==> config.mk <==
export PLATFORM = sky130hd
export DESIGN_NAME = vx_commit_rr
export DESIGN_NICKNAME = d
export VERILOG_FILES = /design/src/rtl/vx_commit_rr.sv
export SDC_FILE = /design/constraint.sdc
export NUM_CORES = 1
export LEC_CHECK = 0
export CAP_MARGIN = 20
export CORE_AREA = 2 2 389 391
export DETAILED_ROUTE_END_ITERATION = 8
export DIE_AREA = 0 0 391 393
export PLACE_DENSITY = 0.3
export SYNTH_ARGS = -nofsm -noshare
export SYNTH_HDL_FRONTEND = slang
export SYNTH_SLANG_ARGS = --single-unit
==> constraint.sdc <==
create_clock -name clk -period 19.71 [get_ports clk]
set_clock_uncertainty 0.05 [all_clocks]
set_input_delay 1.971 -clock clk [delete_from_list [all_inputs] [get_ports clk]]
set_output_delay 1.971 -clock clk [all_outputs]
set_load 0.01 [all_outputs]
==> src/rtl/vx_commit_rr.sv <==
// Commit stage: round-robin arbitration of writeback-capable channels onto one
// registered writeback port, plus a registered per-cycle retired-thread count.
module vx_commit_rr #(
  parameter int                NUM_CH      = 6,
  parameter int                NUM_THREADS = 4,
  parameter int                NUM_WARPS   = 4,
  parameter int                DATA_W      = 32,
  parameter int                RD_W        = 5,
  parameter logic [NUM_CH-1:0] WB_MASK     = 6'b011011,
  localparam int               WID_W       = (NUM_WARPS > 1) ? $clog2(NUM_WARPS) : 1,
  localparam int               CMT_W       = $clog2(NUM_CH*NUM_THREADS+1)
) (
  input  logic                                clk,
  input  logic                                reset,
  input  logic [NUM_CH-1:0]                   cmt_valid,
  output logic [NUM_CH-1:0]                   cmt_ready,
  input  logic [NUM_CH*WID_W-1:0]             cmt_wid,
  input  logic [NUM_CH*NUM_THREADS-1:0]       cmt_tmask,
  input  logic [NUM_CH-1:0]                   cmt_wb,
  input  logic [NUM_CH*RD_W-1:0]              cmt_rd,
  input  logic [NUM_CH*NUM_THREADS*DATA_W-1:0] cmt_data,
  input  logic [NUM_CH-1:0]                   cmt_eop,
  output logic                                wb_valid,
  input  logic                                wb_ready,
  output logic [WID_W-1:0]                    wb_wid,
  output logic [NUM_THREADS-1:0]              wb_tmask,
  output logic [RD_W-1:0]                     wb_rd,
  output logic [NUM_THREADS*DATA_W-1:0]       wb_data,
  output logic                                wb_eop,
  output logic                                csr_valid,
  output logic [CMT_W-1:0]                    csr_commit_size
);

  localparam int PTR_W = (NUM_CH > 1) ? $clog2(NUM_CH) : 1;

  logic [PTR_W-1:0]              ptr;
  logic [PTR_W-1:0]              grant_idx;
  logic [PTR_W-1:0]              ptr_next;
  logic                          grant_vld;
  logic                          can_accept;
  logic                          grant_fire;
  logic                          wb_load;
  logic [NUM_CH-1:0]             req;
  logic [NUM_CH-1:0]             fire;
  logic [NUM_CH-1:0]             retire;
  logic [CMT_W-1:0]              size_c;

  logic [WID_W-1:0]              sel_wid;
  logic [NUM_THREADS-1:0]        sel_tmask;
  logic [RD_W-1:0]               sel_rd;
  logic [NUM_THREADS*DATA_W-1:0] sel_data;
  logic                          sel_eop;
  logic                          sel_wb;

  assign req        = cmt_valid & WB_MASK;
  assign can_accept = !wb_valid || wb_ready;
  assign grant_fire = grant_vld && can_accept && !reset;
  assign wb_load    = grant_fire && sel_wb;
  assign ptr_next   = (grant_idx == PTR_W'(NUM_CH-1)) ? '0 : grant_idx + 1'b1;

  // Two ascending passes: indices at/after ptr first, then the wrapped low indices.
  always_comb begin
    grant_vld = 1'b0;
    grant_idx = '0;
    for (int unsigned i = 0; i < NUM_CH; i++) begin
      if (!grant_vld && req[i] && (PTR_W'(i) >= ptr)) begin
        grant_vld = 1'b1;
        grant_idx = PTR_W'(i);
      end
    end
    for (int unsigned i = 0; i < NUM_CH; i++) begin
      if (!grant_vld && req[i] && (PTR_W'(i) < ptr)) begin
        grant_vld = 1'b1;
        grant_idx = PTR_W'(i);
      end
    end
  end

  always_comb begin
    sel_wid   = '0;
    sel_tmask = '0;
    sel_rd    = '0;
    sel_data  = '0;
    sel_eop   = 1'b0;
    sel_wb    = 1'b0;
    for (int unsigned i = 0; i < NUM_CH; i++) begin
      if (PTR_W'(i) == grant_idx) begin
        sel_wid   = cmt_wid[i*WID_W +: WID_W];
        sel_tmask = cmt_tmask[i*NUM_THREADS +: NUM_THREADS];
        sel_rd    = cmt_rd[i*RD_W +: RD_W];
        sel_data  = cmt_data[i*NUM_THREADS*DATA_W +: NUM_THREADS*DATA_W];
        sel_eop   = cmt_eop[i];
        sel_wb    = cmt_wb[i];
      end
    end
  end

  // Non-writeback sinks stay ready even through reset.
  always_comb begin
    cmt_ready = '1;
    for (int unsigned i = 0; i < NUM_CH; i++) begin
      if (WB_MASK[i]) begin
        cmt_ready[i] = grant_fire && (grant_idx == PTR_W'(i));
      end
    end
  end

  assign fire   = cmt_valid & cmt_ready;
  assign retire = fire & cmt_eop;

  always_comb begin
    size_c = '0;
    for (int unsigned i = 0; i < NUM_CH; i++) begin
      for (int unsigned t = 0; t < NUM_THREADS; t++) begin
        if (retire[i]) begin
          size_c = size_c + CMT_W'(cmt_tmask[i*NUM_THREADS + t]);
        end
      end
    end
  end

  always_ff @(posedge clk) begin
    if (reset) begin
      wb_valid        <= 1'b0;
      wb_wid          <= '0;
      wb_tmask        <= '0;
      wb_rd           <= '0;
      wb_data         <= '0;
      wb_eop          <= 1'b0;
      ptr             <= '0;
      csr_valid       <= 1'b0;
      csr_commit_size <= '0;
    end else begin
      if (wb_load) begin
        wb_valid <= 1'b1;
        wb_wid   <= sel_wid;
        wb_tmask <= sel_tmask;
        wb_rd    <= sel_rd;
        wb_data  <= sel_data;
        wb_eop   <= sel_eop;
      end else if (wb_ready) begin
        wb_valid <= 1'b0;
      end
      if (grant_fire) begin
        ptr <= ptr_next;
      end
      csr_valid       <= |retire;
      csr_commit_size <= size_c;
    end
  end

endmodule

### Word level (Yosys, flattened, before mapping)

Index checks and enable logic that the tools add are counted.

| cells by class | value |
|---|---|
| add/subtract/negate cells | 24 |
| $lt $le $gt $ge | 8 |
| equality and inequality tests | 9 |
| multiplexer cells | 78 |
| bitwise operators | 2 |
| reductions and logical operators | 35 |

Operator list:

| kind | number |
|---|---|
| 2-to-1 mux 128 bit | 6 |
| 2-to-1 mux 5 bit | 29 |
| adder 5 x 1 -> 5 bit | 23 |
| 2-to-1 mux 1 bit | 24 |
| 2-to-1 mux 4 bit | 6 |
| logical AND 1 bit | 22 |
| 2-to-1 mux 3 bit | 6 |
| 2-to-1 mux 2 bit | 7 |
| bitwise AND 6 bit | 2 |
| logical NOT 1 bit | 9 |
| == test 2 x 3 -> 1 bit, first input constant | 2 |
| == test 3 bit, first input constant | 2 |
| == test 3 bit, second input constant | 2 |
| greater-or-equal comparator 1 x 3 -> 1 bit, first input constant | 2 |
| < comparator 1 x 3 -> 1 bit, first input constant | 2 |
| OR reduction 6 bit | 1 |
| adder 3 x 1 -> 3 bit, second input constant | 1 |
| == test 1 x 3 -> 1 bit, first input constant | 1 |
| == test 3 x 1 -> 1 bit, second input constant | 1 |
| == test 3 x 2 -> 1 bit, second input constant | 1 |
| greater-or-equal comparator 2 x 3 -> 1 bit, first input constant | 1 |
| greater-or-equal comparator 3 bit, first input constant | 1 |
| logical NOT 3 bit | 1 |
| < comparator 2 x 3 -> 1 bit, first input constant | 1 |
| 3 further kinds | 3 |

| storage, ports and cells | value |
|---|---|
| flip-flop bits (word level) | 150 |
| output and inout bits | 153 |
| logic and storage cells | 165 |

### Logic depth before layout (Yosys ltp)

Gate-level depths: netlist (run 1).

| logic depth | value |
|---|---|
| depth in word-level cells | 83 |
| depth in mapped cells | 66 |

### Worst setup path after synthesis (run 1)

No wires, ideal clock.

| timing path | value |
|---|---|
| kind | input to register |
| from | input port cmt_valid[0] |
| to | register csr_commit_size[4] |
| arrival time | 14.875 ns |
| data required time | 19.539 ns |
| setup slack | 4.664 ns |
| cell stages on the path | 64 |
| buffers on the path | 5 |
| cells stage by stage | buf_4 or4b_1 o211a_1 o31ai_2 clkbuf_1 clkbuf_1 clkbuf_1 and3_1 ha_1 and3_1 ha_1 and3_1 ha_1 nand2_1 inv_1 ha_1 nand2_1 nand2_1 [28 not listed] o21a_1 ha_1 o21a_1 ha_1 o21a_1 ha_1 a21o_1 ha_1 or3_1 a221oi_1 or4_1 clkbuf_1 xor2_1 o21ai_1 a211oi_1 a2111oi_2 a31oi_1 mux2_2 |

| between the ends | value |
|---|---|
| cells in the longest elaborated chain, start to end | 82 |

Ends and longest elaborated chain:

| what | line | text |
|---|---|---|
| from (decl) | 15 | `input logic [NUM_CH-1:0] cmt_valid,` |
| logical AND 1 bit | 66 | `if (!grant_vld && req[i] && (PTR_W'(i) >= ptr)) begin` |
| 2-to-1 mux 1 bit | 66 |  |
| logical NOT 1 bit | 66 |  |
| logical AND 1 bit (2 in a row) | 66 |  |
| 2-to-1 mux 1 bit | 66 |  |
| logical NOT 1 bit | 66 |  |
| logical AND 1 bit (2 in a row) | 66 |  |
| 2-to-1 mux 1 bit | 66 |  |
| [64 not listed] | n/a |  |
| adder 5 x 1 -> 5 bit | 116 | `size_c = size_c + CMT_W'(cmt_tmask[i*NUM_THREADS + t]);` |
| 2-to-1 mux 5 bit * | 115 | `if (retire[i]) begin` |
| adder 5 x 1 -> 5 bit | 116 |  |
| 2-to-1 mux 5 bit * | 115 |  |
| adder 5 x 1 -> 5 bit | 116 |  |
| 2-to-1 mux 5 bit * | 115 |  |
| adder 5 x 1 -> 5 bit | 116 |  |
| 2-to-1 mux 5 bit * | 115 |  |
| to (signal assigned) | 148 | `csr_commit_size <= size_c;` |
| to (decl) | 31 | `output logic [CMT_W-1:0] csr_commit_size` |

Mark *: on every way between the ends. The rest lies on a longest branch, timed or not.
A chain may end at the register's enable or synchronous reset.

### Final worst setup path (run 1)

Same ends and word-level chain as after synthesis.

==> metrics, run 1 <==
Gate power share=52.9%; hold buffer count at CTS=0; Initial Util=8.15%; flops & latches, synth=150; Residual DRC=0; DRT antenna net count=0; achievable frequency=63.6 MHz; final hold slack=448 ps; Critical Path AT=16,110 ps; Crit Path Category=in -> reg; Placed Area=0.0215 sq mm; Die H=393 um; R2R Setup Slk=5700 ps; CP Capture Type=flop; Crit path largest cell delay=740 ps; most numerous cell on the critical path=ha_1; Rows=142; Top delay family on crit path=adder cells; initial antenna violation count=50; Lkg Pwr=0.00765 uW; Startpoint Class=primary input; sum of buffers and inverters on the critical path=3; Psw=709 uW; Worst R2R Start=ptr[2]$_SDFFE_PP0N_; crit-path max FO=46; clk root buf=clkbuf_16; Final min period=15,730 ps; final setup fails=0; Yosys top cell area share=24.7%; area delta synth->final=81.8%; gate count after technology mapping=1,729; clock slew at reported path FFs=90 ps; synth top area cells=dfxtp_1, nor2_1, a21oi_1; I/O Buffers=733; CP Data Required Time=20,080 ps; global route total overflow=0; clock network fraction of total power=23.2%; number of max-cap violations=0; Final nets=3,245; final setup TNS=0 ps; Int Pwr=893 uW; sequential share of the synthesized area=24.7%; YS warnings=0; Total Routing Usage GR=11.8%; top-count cell post-synth=nor2_1; filler cell count=17,200; Synth async-reset ratio=0%; worst-skew pair later-pin latency=530 ps; Vias per Instance=3.50; switch share=44.3%; Yosys top cell by area=dfxtp_1; share of cells above drive strength 1=4.62%; core box area=0.149 sq mm; Total Wirelength=94,500 um; Mapped Avg Cell Area=7.04 sq um; DP HPWL=77,100 um; status=complete, no violations; Final Hold Fails=0; CTS Buffer Depth=2; drt pass-1 iters=5; largest net degree at the start of global routing=86; via count=15,100; Netlist Area Pre-Place=0.0122 sq mm; Worst IR Drop VDD=0.0517 mV; CTS tree=yes; number of synthesized flops with an enable pin=0; Commonest cells post-synth=nor2_1, a21oi_1, dfxtp_1; first-pass GRT wire length=124,000 um; number of global-route vias before repair=15,100; Hold Path End=wb_data[119]$_SDFFE_PP0P_; hold_sp=wb_data[119]$_SDFFE_PP0P_; PD cells=72.4 mW/mm^2; DR WL/cell=22.0 um; Worst slew margin=24.0%; worst slew pin tran=1140 ps; Final period util=79.8%; H-tree levels=4; clock buffer count from CTS=17; post-CTS resize count=0; Placer Congestion=0.753; main flop type after synthesis=dfxtp_1; Die W=391 um; Netlist cell types=95; I/O pins=1,008; Slew Viols, Final=0; Design Area, Final=0.0221 sq mm; reg2reg end=csr_commit_size[4]$_SDFF_PP0_; Reg2Reg Depth=59; RSZ-0062 raised after global routing=no; DRT iter0 DRCs=645; Flop pwr share=24.0%; Min-Delay Path Depth=2; Hold Crit Class=reg -> reg; Die ar.=0.154 sq mm; Post-CTS Setup Inserts=0; clk sinks=150; Slowest-stage cell, CP=clkdlybuf4s50_1
how the worst max path moves through the flow:
stage	from	endpoint	slack (ps)	cells past startpoint
after global placement	cmt_valid[0]	csr_commit_size[4]$_SDFF_PP0_	3260	60
after global routing	cmt_valid[0]	csr_commit_size[4]$_SDFF_PP0_	2990	60
final	cmt_valid[0]	csr_commit_size[4]$_SDFF_PP0_	3980	60
after floorplan	cmt_valid[0]	csr_commit_size[4]$_SDFF_PP0_	4660	64
after detailed placement	cmt_valid[0]	csr_commit_size[4]$_SDFF_PP0_	3300	60
after CTS	cmt_valid[0]	csr_commit_size[4]$_SDFF_PP0_	3830	60
routing by layer:
layer	track usage, %	vias up	part of all wire [%]
met1	13.2	6872	40
met3	5.32	119	9.3
met2	20.0	489	48
met4	3.52	72	2.2
met5	0	-	0.47
li1	-	7508	-
kinds of logic (layout without fill, tap and decap cells):
logic type	count (synthesis)	count (layout)	synth area share (%)
AO/OA/AOI/OAI	680	680	36.6
AND/OR/NAND/NOR	615	615	21.6
buffers and inverters	167	794	5.33
flip-flops	150	150	24.7
XOR/XNOR	52	52	5.25
adder cells (fa/ha/maj)	48	48	4.90
multiplexers	16	16	1.60
other	1	8	0.0308
metrics by stage:
step                      worst slack (ps)  std cells  utilization, %  power [uW]
after detailed placement              3300       4269            14.4        1270
final                                 3980       4307            14.8        1600
after global routing                  2990       4304            14.8        1740
after CTS                             3830       4301            14.8        1670
after global placement                3260       4269            14.4        1280
after floorplan                       4660       1730               -         809
state kept, by name, summed over array words and instances, names as in the netlist:
name,count
wb_wid,2
wb_valid,1
ptr,3
csr_valid,1
wb_tmask,4
wb_eop,1
wb_rd,5
wb_data,128
csr_commit_size,5
power groups by stage:
stage               clock network, uW  logic, uW  registers, uW
detailed placement                  0        883            392
finish                            371        847            384
global route                      404        945            391
CTS                               401        887            385
global placement                    0        888            390
floorplan                           0        398            411
placed cells by master, fill, tap and decap left out, drive strengths merged, types with 4 or more instances in the layout:
cell type | netlist | routed
or3 | 7 | 7
nor2 | 459 | 459
a22oi | 141 | 141
diode | 0 | 6
o211ai | 8 | 8
a21oi | 299 | 299
o21a | 9 | 9
a21boi | 5 | 5
dfxtp | 150 | 150
nor3 | 12 | 12
nand3 | 20 | 20
buf | 32 | 22
xnor2 | 26 | 26
inv | 8 | 17
a211oi | 149 | 149
and2 | 16 | 16
o21ai | 19 | 19
nand2 | 53 | 53
a21o | 12 | 12
ha | 46 | 46
xor2 | 18 | 18
and3 | 15 | 15
nor2b | 6 | 6
nor4 | 4 | 4
mux2i | 11 | 11
clkdlybuf4s50 | 0 | 732
mux2 | 5 | 5
xnor3 | 6 | 6
nand2b | 6 | 6
clkbuf | 127 | 17
worst register-to-register path, delay by kind of cell, from the launching register on:
family / cells / cell delay, ps
AOI/OAI and AO/OA: 20 / 3900
xor gates and xnor gates: 1 / 220
adders and majority gates: 20 / 5460
buffers and inverters: 2 / 730
DFF: 1 / 430
muxes: 1 / 310
and+or+nand+nor: 15 / 2790
cell type report:
cell class	instances	area [sq um]	share of cell area (%)
Clock inverter	15	156	0.707
Timing Repair Buffer	754	7500	33.9
Tap cell	1944	2430	11.0
Sequential cell	150	3000	13.6
Antenna cell	6	15.0	0.0679
Multi-Input combinational cell	1413	8560	38.7
Inverter	8	30.0	0.136
Clock buffer	17	425	1.92
(Power assumes the default switching activity.)
==> inputs of run 2 (changes only) <==
Clock period 19.71 ns to 15.8 ns, I/O delays scaled along.
==> metrics, run 2 (synthesis results as in run 1) <==
status=complete, no violations; Critical Path AT=14,940 ps (-1170 ps); clock slew at reported path FFs=80 ps (about the same); Largest Register=wb_data; Hold Crit Class=reg -> reg; Residual DRC=0 (unchanged); worst-skew pair later-pin latency=530 ps (about the same); core box area=0.149 sq mm (unchanged); max reg flops=128 (unchanged); Total Routing Usage GR=11.8% (about the same); clock buffer count from CTS=17 (unchanged); Post-CTS Setup Inserts=0 (unchanged); area delta synth->final=82.3%; Top delay family on crit path=adder cells; DRT iter0 DRCs=688 (+6.7%); Total Wirelength=94,200 um (-0.32%); first-pass GRT wire length=124,000 um (-0.22%); share of cells above drive strength 1=4.83% (+0.20 points); Vias per Instance=3.51 (+0.50%); number of max-cap violations=0 (unchanged); hold buffer count at CTS=0 (unchanged); commonest cells after routing, fill and taps aside=clkdlybuf4s50_1, nor2_1, a21oi_1, dfxtp_1, a211oi_1; I/O Buffers=733 (unchanged); Slew Viols, Final=0 (unchanged); clk sinks=150 (unchanged); Setup WS pre-CTS=668 ps (-2630 ps); DP HPWL=77,400 um (+0.42%); post-CTS resize count=0 (unchanged); I/O pins=1,008 (unchanged); Final nets=3,250 (+0.15%); global route total overflow=0 (unchanged); sum of buffers and inverters on the critical path=2 (-1); achievable frequency=68.7 MHz; FF+latch area=0.00300 sq mm (unchanged); initial antenna violation count=45 (-10%); Lkg Pwr=0.00769 uW (+0.55%); Die H=393 um (unchanged); final setup TNS=0 ps (unchanged); final setup fails=0 (unchanged); via count=15,100 (+0.52%); drt pass-1 iters=5 (unchanged); Worst IR Drop VDD=0.0650 mV (+26%); biggest registers after layout=wb_data (128), csr_commit_size (5), wb_rd (5); largest net degree at the start of global routing=133 (+55%); CTS Buffer Depth=2 (unchanged); DRT antenna net count=0 (unchanged); RSZ-0062 raised after global routing=no; clk root buf=clkbuf_16; PD cells=91.1 mW/mm^2 (+26%); Crit path largest cell delay=690 ps (-50 ps); final hold slack=448 ps (+0.160 ps); CP Capture Type=flop; CTS tree=yes; worst slew pin tran=1250 ps (+107 ps); H-tree levels=4 (unchanged); Placer Congestion=0.749 (-0.57%); Initial Util=8.15% (unchanged); number of global-route vias before repair=14,900 (-1.3%); Rows=142 (unchanged); Startpoint Class=primary input; Die ar.=0.154 sq mm (unchanged); DR WL/cell=21.9 um (-0.34%); Final Hold Fails=0 (unchanged); filler cell count=17,200 (+0.26%); crit-path max FO=10 (-78%); Final min period=14,570 ps; multi-input logic area=0.00856 sq mm (unchanged); most numerous cell on the critical path=ha_1; CP Data Required Time=16,170 ps (-3910 ps); Die W=391 um (unchanged); Worst slew margin=16.9% (-7.1 points); Final period util=92.2%; Crit Path Category=in -> reg; Slowest-stage cell, CP=or4_1; final worst setup slack=1230 ps (-2740 ps); commonest non-fill, non-tap cell in the layout=clkdlybuf4s50_1
==> run 2: cell count changes in the layout (fill, tap and decap cells not counted), sizes merged <==
cell,before,now
inv,17,18
buf,22,27
diode,6,2
bufinv,1,2
clkinvlp,2,1
clkinv,3,2
==> run 2: final timing paths <==
check,endpoint,cells after the start,slack (ps),startpoint
worst max-delay path,csr_commit_size[4]$_SDFF_PP0_,61,1230,cmt_valid[1]
worst min-delay path,wb_data[87]$_SDFFE_PP0P_,2,450,wb_data[87]$_SDFFE_PP0P_
worst max register to register,csr_commit_size[4]$_SDFF_PP0_,60,2400,ptr[2]$_SDFFE_PP0N_
worst min register to register,wb_data[87]$_SDFFE_PP0P_,2,450,wb_data[87]$_SDFFE_PP0P_
==> run 2: stage by stage <==
| step | power, uW | instances | util [%] | area, sq um |
|---|---|---|---|---|
| 3_3_place_gp | 1600 | 4274 | 14.5 | 21600 |
| 4_1_cts | 2100 | 4306 | 14.9 | 22200 |
| 3_5_place_dp | 1590 | 4274 | 14.5 | 21600 |
| 5_1_grt | 2190 | 4308 | 14.9 | 22200 |
| 2_1_floorplan | 1010 | 1730 | - | 12200 |
| 6_report | 2020 | 4308 | 14.9 | 22200 |
==> run 2: area by class of cell <==
class                           count  area share, %
Multi-Input combinational cell   1413           38.6
Timing Repair Buffer              759           34.0
Sequential cell                   150           13.5
Tap cell                         1944           11.0
Clock buffer                       17           1.92
Clock inverter                     15          0.807
Inverter                            8          0.135
Antenna cell                        2         0.0226
==> run 2: routing by layer <==
metal	GRT usage, %	wire length [um]	vias to the layer above
met5	0	351	-
met4	3.14	1570	58
met3	4.90	8320	110
met2	20.0	46000	531
met1	13.6	38000	6923
li1	-	-	7517
==> run 2: where the power goes <==
part	total [uW]	switching, uW	internal (uW)
registers	480	36.9	443
clock network	476	237	239
logic	1070	616	450
total	2020	890	1130
==> run 2: worst reg2reg max path: cells and delay by family, from the launching register on <==
kind | cells | cell delay [ps]
AO/OA/AOI/OAI | 20 | 3780
buffers and inverters | 1 | 60
XOR/XNOR | 1 | 260
AND/OR/NAND/NOR | 16 | 2730
multiplexers | 1 | 380
flip-flops | 1 | 440
adder cells (fa/ha/maj) | 21 | 5630
